`config.mk`:
```
export PLATFORM = sky130hd
export DESIGN_NAME = serial_deserializer
export DESIGN_NICKNAME = d
export VERILOG_FILES = /design/src/rtl/serial_deserializer.sv
export SDC_FILE = /design/constraint.sdc
export NUM_CORES = 1
export LEC_CHECK = 0
export CORE_MARGIN = 2
export CORE_UTILIZATION = 55
export DETAILED_ROUTE_END_ITERATION = 16
export MAX_ROUTING_LAYER = met4
export PLACE_DENSITY = 0.81
export REMOVE_ABC_BUFFERS = 1
export SETUP_SLACK_MARGIN = 0.5
export SYNTH_ARGS = -nofsm -noshare
export SYNTH_HDL_FRONTEND = slang
export SYNTH_SLANG_ARGS = --single-unit
```
`constraint.sdc`:
```
create_clock -name clk -period 2.87 [get_ports clk]
set_input_delay 0.7175 -clock clk [delete_from_list [all_inputs] [get_ports clk]]
set_output_delay 0.7175 -clock clk [all_outputs]
set_load 0.02 [all_outputs]
```
`src/rtl/serial_deserializer.sv`:
```
// -----------------------------------------------------------------------------
// serial_deserializer
//
// Serial-to-parallel input stage. LSB-first serial bits are shifted into a
// WIDTH-bit register. When the frame is complete, the word is presented on
// data_out together with a one-cycle data_valid strobe. An optional trailing
// parity bit can be checked. data_out feeds the downstream data register
// stage, and data_valid is that stage's load qualifier.
//
// Parameters:
//   WIDTH       data bits per frame (>= 2)
//   PARITY_EN   1 = one parity bit follows the data bits, 0 = none
//   ODD_PARITY  0 = even parity, 1 = odd parity (ignored without parity)
//
// Ports:
//   clk          in   single clock, rising-edge
//   rst_n        in   synchronous active-low reset
//   frame_start  in   one-cycle pulse; arms or re-arms (aborts) reception
//   bit_in       in   serial data bit, sampled only when bit_valid = 1
//   bit_valid    in   qualifies bit_in
//   data_out     out  last completed word, held between frames
//   data_valid   out  one-cycle pulse when data_out has just been updated
//   parity_err   out  parity result of the last completed frame
//   busy         out  high while a frame is in progress
// -----------------------------------------------------------------------------
module serial_deserializer #(
    parameter int WIDTH      = 8,
    parameter int PARITY_EN  = 1,
    parameter int ODD_PARITY = 0
) (
    input  logic             clk,
    input  logic             rst_n,
    input  logic             frame_start,
    input  logic             bit_in,
    input  logic             bit_valid,
    output logic [WIDTH-1:0] data_out,
    output logic             data_valid,
    output logic             parity_err,
    output logic             busy
);

    localparam int CNT_W = $clog2(WIDTH + 1);
    localparam logic [CNT_W-1:0] LAST_BIT = CNT_W'(WIDTH - 1);
    localparam logic ODD_BIT = (ODD_PARITY != 0);
    localparam logic HAS_PARITY = (PARITY_EN != 0);

    typedef enum logic [1:0] {
        IDLE  = 2'd0,
        SHIFT = 2'd1,
        PAR   = 2'd2
    } state_t;

    state_t           state;
    logic [CNT_W-1:0] bit_cnt;
    logic [WIDTH-1:0] sreg;
    logic [WIDTH-1:0] shifted;

    // Word as it looks after the bit on the wire is shifted in. It is used
    // directly on completion when there is no parity bit.
    assign shifted = {bit_in, sreg[WIDTH-1:1]};

    always_ff @(posedge clk) begin
        if (!rst_n) begin
            state      <= IDLE;
            bit_cnt    <= '0;
            sreg       <= '0;
            data_out   <= '0;
            data_valid <= 1'b0;
            parity_err <= 1'b0;
            busy       <= 1'b0;
        end else begin
            data_valid <= 1'b0;

            // frame_start takes priority over any bit in the same cycle. It
            // also wins over a final data/parity bit, so an aborted frame
            // never completes.
            if (frame_start) begin
                state   <= SHIFT;
                bit_cnt <= '0;
                sreg    <= '0;
                busy    <= 1'b1;
            end else begin
                case (state)
                    IDLE: begin
                        // Bits outside a frame are ignored.
                    end

                    SHIFT: begin
                        if (bit_valid) begin
                            sreg    <= shifted;
                            bit_cnt <= bit_cnt + 1'b1;
                            if (bit_cnt == LAST_BIT) begin
                                if (HAS_PARITY) begin
                                    state <= PAR;
                                end else begin
                                    data_out   <= shifted;
                                    data_valid <= 1'b1;
                                    parity_err <= 1'b0;
                                    busy       <= 1'b0;
                                    bit_cnt    <= '0;
                                    state      <= IDLE;
                                end
                            end
                        end
                    end

                    PAR: begin
                        if (bit_valid) begin
                            // The XOR over data and parity must equal
                            // ODD_PARITY for a good frame.
                            data_out   <= sreg;
                            data_valid <= 1'b1;
                            parity_err <= ((^sreg) ^ bit_in) != ODD_BIT;
                            busy       <= 1'b0;
                            bit_cnt    <= '0;
                            state      <= IDLE;
                        end
                    end

                    default: begin
                        state   <= IDLE;
                        bit_cnt <= '0;
                        busy    <= 1'b0;
                    end
                endcase
            end
        end
    end

endmodule
```
After elaboration in Yosys (flattened, before gate mapping)
Cells that the tools add are included.
- add/sub/neg operators: 1
- $mul: 0
- divide/modulo/power cells: 0
- magnitude comparators: 0
- eq/ne operators: 11
- shift-type cells: 0
- muxes and demuxes: 12
- bitwise logic cells: 5
- reductions and logical operators: 11
- operator list (kind ; number):
    $pmux W4 S3 ; 1
    $ne A3 B3 Y1 const B ; 3
    $mux W4 ; 2
    $ne A2 B2 Y1 const B ; 4
    $reduce_and A4 Y1 ; 2
    $reduce_xor A8 Y1 ; 1
    $mux W2 ; 3
    $pmux W2 S3 ; 1
    $reduce_and A3 Y1 ; 2
    $add A4 B1 Y4 const B ; 1
    $eq A4 B3 Y1 const B ; 1
    $mux W1 ; 4
    $not A1 Y1 ; 4
    $reduce_and A2 Y1 ; 2
    $reduce_or A2 Y1 ; 2
    $reduce_or A3 Y1 ; 1
    $eq A2 B1 Y1 const B ; 1
    $eq A2 B2 Y1 const B ; 1
    $logic_not A2 Y1 ; 1
    $ne A2 B1 Y1 const B ; 1
    $pmux W1 S2 ; 1
    $xor A1 B1 Y1 ; 1
- bits in registers: 25
- latch bits: 0
- RAM bits: 0
- memory bits (read-only): 0
- output and inout port bits: 11
- word-level logic and storage cells: 48
- memories kept: 0

Depth between registers and ports, before layout
Gate-level depths: netlist (run 1).
- depth after elaboration: 5
- mapped depth: 6

Worst setup path before layout (run 1)
Ideal clock, no wire load.
- kind: input-to-reg
- from: in bit_valid
- to: reg parity_err
- library setup time: 0.120 ns
- data arrival time: 1.521 ns
- required time: 2.750 ns
- slack: 1.229 ns
- stages: 5
- path buffers: 1
- path through: nor4bb_1 > buf_4 > and2_4 > nor2b_4 > a211o_1
- cells in the longest elaborated chain, start to end: 1
- ends and longest elaborated chain (what ; RTL line ; source):
    start: declaration ; 35 ; input logic bit_valid,
    $reduce_and A3 Y1 (no source line) ; - ;
    end signal: assignment ; 69 ; parity_err <= 1'b0;
    end signal: assignment ; 98 ; parity_err <= 1'b0;
    end signal: assignment ; 113 ; parity_err <= ((^sreg) ^ bit_in) != ODD_BIT;
    end: declaration ; 38 ; output logic parity_err,
Every way passes these cells.
A chain may end at the register's enable or synchronous reset.

Worst setup path after layout (run 1)
- from: reg data_out[7]
- to: out data_out[7]
- RTL lines (what ; RTL line ; source):
    start: declaration ; 36 ; output logic [WIDTH-1:0] data_out,
    start signal: assignment ; 96 ; data_out <= shifted;
    start signal: assignment ; 111 ; data_out <= sreg;
No word-level cell between the ends.

==> results of run 1 <==
placed cells by master (no fill, tap or decap):
master and count:
dfxtp_1 25, nand2_1 17, clkdlybuf4s50_1 15, nor2_1 13, a21oi_1 9, a21boi_0 8, mux2i_1 8, o21ai_0 5
nand3_1 4, clkbuf_4 3, buf_4 3, nand2b_1 2, xnor2_1 2, nor2b_1 2, nor4bb_1 1, and2b_4 1
nand2_2 1, o21a_1 1, and2_4 1, xor2_1 1, xnor3_1 1, xnor3_4 1, nor2b_4 1, and3_1 1
a211o_1 1, nand4b_1 1, nand4_1 1, and2b_2 1, or3_1 1, or2_2 1, ha_1 1, clkinv_2 1
synth_stat cells, types with 2 or more instances:
library cell	count
dfxtp_1	25
nand2_1	17
nor2_1	13
a21oi_1	9
a21boi_0	8
mux2i_1	8
o21ai_0	5
nand3_1	4
clkbuf_1	2
nand2b_1	2
nor2b_1	2
xnor2_1	2
state kept, by name, summed over array words and instances (netlist names):
name and flops:
bit_cnt 4, busy 1, data_out 8, data_valid 1, parity_err 1, sreg 8
state 2
cell families (layout without fill, tap and decap cells):
family                     Yosys count  in the layout  synth area share, %
DFF                                 25             25                 45.7
buffers and inverters                5             22                 2.86
AOI/OAI and AO/OA                   24             24                 13.4
muxes                                8              8                 7.31
adders and majority gates            1              1                 1.14
and+or+nand+nor                     49             49                 22.7
xor gates and xnor gates             5              5                 6.86
worst reg2reg max path, cell delays in order (launching register included):
cell      delay, ns
dfxtp_1        0.51
nor4bb_1       0.26
buf_4          0.22
and2_4         0.15
nor2b_4        0.12
a211o_1        0.11
report_power, final:
part           switching [mW]  internal (mW)  total (mW)
Sequential            0.00330          0.350       0.353
Combinational          0.0201         0.0192      0.0392
Clock                   0.102         0.0521       0.154
Total                   0.125          0.421       0.546
worst paths after layout:
kind | from | to | slack (ns) | cells past startpoint
max reg2reg | state[1]$_SDFFE_PP0P_ | parity_err$_SDFFE_PN0P_ | 1.46 | 5
min reg2reg | data_out[3]$_SDFFE_PN0P_ | data_out[3]$_SDFFE_PN0P_ | 0.47 | 2
max | data_out[7]$_SDFFE_PN0P_ | data_out[7] | 0.85 | 1
min | data_out[3]$_SDFFE_PN0P_ | data_out[3]$_SDFFE_PN0P_ | 0.47 | 2
through the flow:
stage          worst slack [ns]  utilization, %  instances
6_report                  0.854            67.5        161
5_1_grt                   0.781            67.5        161
4_1_cts                   0.844            67.5        161
3_5_place_dp              0.683            66.1        157
3_3_place_gp              0.722            66.1        157
2_1_floorplan             0.766               -        112
routing by layer:
metal	part of all wire, %	vias up	GRT usage (%)	wire (microns)
met5	0	-	-	0
met2	49	12	34.2	1020
met1	47	381	25.7	987
met3	3.5	4	5.25	73
li1	-	431	-	-
met4	0.95	0	9.52	20
layout make-up:
class	instances	area share, %
multi-input combinational	87	43.4
tap	27	2.60
clock buffer	3	1.74
clock inverter	1	0.386
timing repair buffer	18	13.3
sequential	25	38.6
==> key figures, run 1 <==
Power
  • Largest vdd supply drop: 0.000281 V
  • Pwr dens: 421 nW/um^2
  • Leakage Power: 0.500 nW
  • Total power: 0.546 mW

Layout
  • Share of cells above drive strength 1: 10.4%
  • Fin area: 1300 sq um
  • Area grow syn2layout: 18.5%
  • Reg area: 500 sq um
  • Antenna cells: 0
  • Area of the multi-input gates: 563 sq um
  • Fillers: 166
  • # nets final: 141

Clock tree
  • Sink Count: 25
  • Postcts setup bufs: 0
  • Post-CTS Hold Fix Bufs: 0
  • Clock buffer count from CTS: 3
  • H-tree depth: 1
  • Gates resized, CTS repair: 0
  • CTS clk-pin slew, worst paths: 0.14 ns
  • CTS Buffer Depth: 2
  • Clock Root Buffer: clkbuf_4
  • Clk Latency, worst-skew pair: 0.32 ns
  • TritonCTS clock tree: yes

Logic synthesis
  • Syn Inst Count: 117
  • Share of the synthesized area in the top cell type: 45.7%
  • Synth cell types: 32
  • Number of synthesized flops with an enable pin: 0
  • Yosys reg bits: 25
  • Syn_area_per_cell: 9.36 sq um
  • Post-synth ARST share: 0%
  • Synth Cell Area: 1090 sq um
  • Primary FF master, synth: dfxtp_1
  • Post-synthesis sequential area ratio: 45.7%
  • Dominant cells by area after synthesis: dfxtp_1 46%, mux2i_1 7.3%, nand2_1 5.8%, a21boi_0 5.5%, nor2_1 4.5%
  • Synthesis Warnings: 0
  • Synth area leader: dfxtp_1

Global routing
  • Largest net degree at the start of global routing: 15
  • Global-route wire length before repair: 3820 microns
  • Tot GR Track Use: 21.5%
  • GR Overflow Total: 0
  • Initial antenna violation count: 0
  • Vias in the first global route: 835

Critical path
  • CP Data Required Time: 2.15 ns
  • CP Class: reg -> out
  • Buf/Inv on CP: 1
  • Worst Path Max Fanout: 2
  • CP delay by family, top: buffers and inverters
  • Setup crit end kind: primary output
  • CP Launch Type: register
  • CP arrival: 1.30 ns
  • Max stage delay on crit path: 0.61 ns
  • Crit path cell chain: clkdlybuf4s50_1
  • Critical Path Slowest Stage Cell: clkdlybuf4s50_1

Floorplan
  • Starting Density: 57.0%
  • FP Rows: 16
  • Chip height: 48.6 microns
  • DIE WIDTH: 48.6 microns
  • Die footprint: 2360 sq um
  • IO Count: 16
  • Placeable Area: 1920 sq um

Timing
  • Least-Margin Pin Slew: 0.519 ns
  • Setup TNS: 0 ns
  • Final Slew Violations: 0
  • Final hold slack: 0.474 ns
  • Unrepaired setup endpoints after global routing: no
  • Final Skew: 0.0103 ns
  • Hold Vio Cnt, Final: 0
  • # setup viols final: 0
  • Period utilisation layout: 70.2%
  • Minimum clock period: 2.02 ns
  • Fmax: 496 MHz
  • Slew HR: 65.4%

Placement
  • Post-DP Area: 1270 sq um
  • Routability cong.: 0.779
  • Post-DP HPWL: 1570 microns
  • Port Buffers: 15

Detailed routing
  • Router iterations before antenna repair: 3
  • Vias: 828
  • Post-route ant nets: 0
  • Iter 0 DRT Violations: 10
  • Post-Route WL: 2110 microns
  • DR vias/cell: 5.14
  • Routed length per instance: 13.1 microns
  • Residual DRC: 0

Worst hold path
  • Worst hold-check path type: reg -> reg

Status
  • Outcome: finished, final reports clean

Run
  • Maxcap violations: 0
No activity file was read; power rests on OpenSTA's default activity.
==> inputs of run 2 (changes only) <==
Settings changed: CORE_UTILIZATION 55 to 47, PLACE_DENSITY 0.81 to 0.73.
Clock period 2.87 ns to 1.7 ns, I/O delays scaled along.
==> run 2 against run 1 <==
Against the previous run: clock-buffer cell count is the same; non-clock buffer count is 25 higher; highest routed layer unchanged; clock skew fell by 0.0035 ns; die area is 16% higher; sequential power is 67% higher; core utilization is 8.1 points higher; worst setup slack got worse by 0.49 ns; critical path type is now in -> reg; sequential cell count unchanged.
==> key figures, run 2 (synthesis results as in run 1) <==
Status
  • Outcome: finished, final reports clean (unchanged)

Critical path
  • Buf/Inv on CP: 2 (was 1)
  • Setup crit end kind: register (was primary output)
  • CP Class: in -> reg (was reg -> out)
  • CP delay by family, top: simple AND/OR/NAND/NOR gates (was buffers and inverters)
  • CP Data Required Time: 1.94 ns (was 2.15 ns)
  • Crit path cell chain: dlygate4sd2_1 > buf_4 > nor2_1 > nand3_1 > and3_1 > a211o_1 (was clkdlybuf4s50_1)
  • FF-to-FF Start: sreg[6]$_SDFFE_PP0P_ (was state[1]$_SDFFE_PP0P_)
  • CP Launch Type: primary input (was register)
  • Max stage delay on crit path: 0.27 ns (was 0.61 ns)
  • Critical Path Slowest Stage Cell: dlygate4sd2_1 (was clkdlybuf4s50_1)
  • Register-to-Register Path Depth: 3 (was 5)
  • Worst Path Max Fanout: 2 (unchanged)
  • R2r setup slk: 0.37 ns (was 1.46 ns)
  • RR Endpoint: parity_err$_SDFFE_PN0P_ (unchanged)
  • CP arrival: 1.57 ns (was 1.30 ns)

Power
  • Total power: 0.975 mW (was 0.546 mW)
  • Switch Pwr: 0.246 mW (was 0.125 mW)
  • Sequential share of power: 60.5% (was 64.6%)
  • Comb power frac: 11.2% (was 7.2%)
  • Leakage Power: 0.721 nW (was 0.500 nW)
  • Sw frac: 25.2% (was 22.9%)
  • Largest vdd supply drop: 0.000548 V (was 0.000281 V)
  • Clock power share: 28.3% (was 28.2%)
  • Pwr dens: 583 nW/um^2 (was 421 nW/um^2)
  • P_int: 0.729 mW (was 0.421 mW)

Layout
  • Antenna cells: 0 (unchanged)
  • Most common cell after layout, fill and taps aside: buf_4 (was dfxtp_1)
  • Area grow syn2layout: 52.8% (was 18.5%)
  • Most frequent cells in the layout: 21 x buf_4, 16 x dfxtp_2, 16 x buf_6 (was 25 x dfxtp_1, 17 x nand2_1, 15 x clkdlybuf4s50_1)
  • # nets final: 167 (was 141)
  • Share of cells above drive strength 1: 53.8% (was 10.4%)
  • Top Registers: data_out x8, sreg x8, bit_cnt x4 (unchanged)

Timing
  • Fmax: 747 MHz
  • Final WS setup: 0.361 ns (was 0.854 ns)
  • Final Slew Violations: 0 (unchanged)
  • Final Skew: 0.00687 ns (was 0.0103 ns)
  • # setup viols final: 0 (unchanged)
  • Final hold slack: 0.467 ns (was 0.474 ns)
  • Hold Vio Cnt, Final: 0 (unchanged)
  • Minimum clock period: 1.34 ns
  • Slew HR: 82.9% (was 65.4%)
  • Setup TNS: 0 ns (unchanged)
  • Unrepaired setup endpoints after global routing: yes (was no)
  • Least-Margin Pin Slew: 0.257 ns (was 0.519 ns)
  • Period utilisation layout: 78.7%

Placement
  • Port Buffers: 15 (unchanged)
  • Post-DP HPWL: 1650 microns (was 1570 microns)
  • Routability cong.: 0.779 (about the same)
  • DP Worst Slack: -0.105 ns (was 0.683 ns)

Clock tree
  • Post-CTS Hold Fix Bufs: 0 (unchanged)
  • Clock buffer count from CTS: 3 (unchanged)
  • Clock Root Buffer: clkbuf_4 (unchanged)
  • TritonCTS clock tree: yes (unchanged)
  • H-tree depth: 1 (unchanged)
  • Clk Latency, worst-skew pair: 0.33 ns (was 0.32 ns)
  • Sink Count: 25 (unchanged)
  • CTS Buffer Depth: 2 (unchanged)
  • CTS clk-pin slew, worst paths: 0.14 ns (about the same)

Floorplan
  • Placeable Area: 2210 sq um (was 1920 sq um)
  • Die footprint: 2730 sq um (was 2360 sq um)
  • Starting Density: 49.5% (was 57.0%)
  • FP Rows: 17 (was 16)
  • DIE WIDTH: 52.3 microns (was 48.6 microns)
  • Chip height: 52.3 microns (was 48.6 microns)
  • IO Count: 16 (unchanged)

Worst hold path
  • Hold Path Origin: data_out[0]$_SDFFE_PN0P_ (was data_out[3]$_SDFFE_PN0P_)
  • Worst Hold End: data_out[0]$_SDFFE_PN0P_ (was data_out[3]$_SDFFE_PN0P_)
  • Hold Crit Depth: 2 (unchanged)
  • Worst hold-check path type: reg -> reg (unchanged)

Detailed routing
  • Routed length per instance: 15.4 microns (was 13.1 microns)
  • Post-route ant nets: 0 (unchanged)
  • Iter 0 DRT Violations: 16 (was 10)
  • Residual DRC: 0 (unchanged)
  • Vias: 1,010 (was 828)
  • Post-Route WL: 2900 microns (was 2110 microns)
  • DR vias/cell: 5.37 (was 5.14)
  • Router iterations before antenna repair: 4 (was 3)

Global routing
  • Largest net degree at the start of global routing: 15 (unchanged)
  • Vias in the first global route: 948 (was 835)
  • Global-route wire length before repair: 4320 microns (was 3820 microns)
  • Tot GR Track Use: 22.4% (was 21.5%)
  • Initial antenna violation count: 0 (unchanged)
  • GR Overflow Total: 0 (unchanged)

Run
  • Maxcap violations: 0 (unchanged)
==> run 2: cell type report <==
class / instances / area, sq um
flip-flops and latches: 25 / 539
clock buffers: 3 / 22.5
multi-input cells: 88 / 669
clock inverters: 1 / 5.00
well taps: 28 / 35.0
fillers: 161 / 539
repair buffers: 43 / 402
==> run 2: through the flow <==
step           std cells  cell area, sq um  util, %
5_1_grt              188              1670     75.6
3_5_place_dp         166              1340     60.7
6_report             188              1670     75.6
3_3_place_gp         166              1340     60.7
4_1_cts              179              1520     68.9
2_1_floorplan        112              1060        -
==> run 2: tightest hold or removal path: stages (launching register included) <==
cell	delay, ns
dfxtp_2	0.35
nand2_1	0.05
a21boi_1	0.05
==> run 2: power groups by stage <==
stage	Combinational, mW	Sequential [mW]	Clock [mW]
global route	0.115	0.591	0.306
finish	0.109	0.590	0.276
detailed placement	0.0778	0.609	0
CTS	0.0884	0.591	0.279
global placement	0.0758	0.609	0
floorplan	0.0347	0.610	0
==> run 2: worst max-delay path by stage <==
stage                                     from                 endpoint  slack [ns]  cells after the start
after CTS                 sreg[1]$_SDFFE_PP0P_  parity_err$_SDFFE_PN0P_        0.40                      4
after global routing      sreg[6]$_SDFFE_PP0P_  parity_err$_SDFFE_PN0P_        0.33                      3
after global placement                  bit_in  parity_err$_SDFFE_PN0P_       -0.09                      4
final                              frame_start  parity_err$_SDFFE_PN0P_        0.36                      6
after floorplan                      bit_valid  parity_err$_SDFFE_PN0P_       -0.11                      4
after detailed placement             bit_valid  bit_cnt[3]$_SDFFE_PP0P_       -0.11                      6
==> run 2: layer usage <==
metal | GRT usage (%) | up-vias | wire, microns
li1 | - | 489 | -
met1 | 25.0 | 493 | 1160
met2 | 39.5 | 22 | 1570
met3 | 3.71 | 6 | 105
met4 | 9.83 | 0 | 58
met5 | - | - | 0
==> run 2: repair_timing <==
item | 4_1_cts | 5_1_grt
setup buffers | 9 | 8
gates cloned | 0 | 1
gates resized for setup | 103 | 24
endpoints found under the hold margin | 0 | 0
endpoints found under the setup margin | 35 | 34
pin swaps | 8 | 12
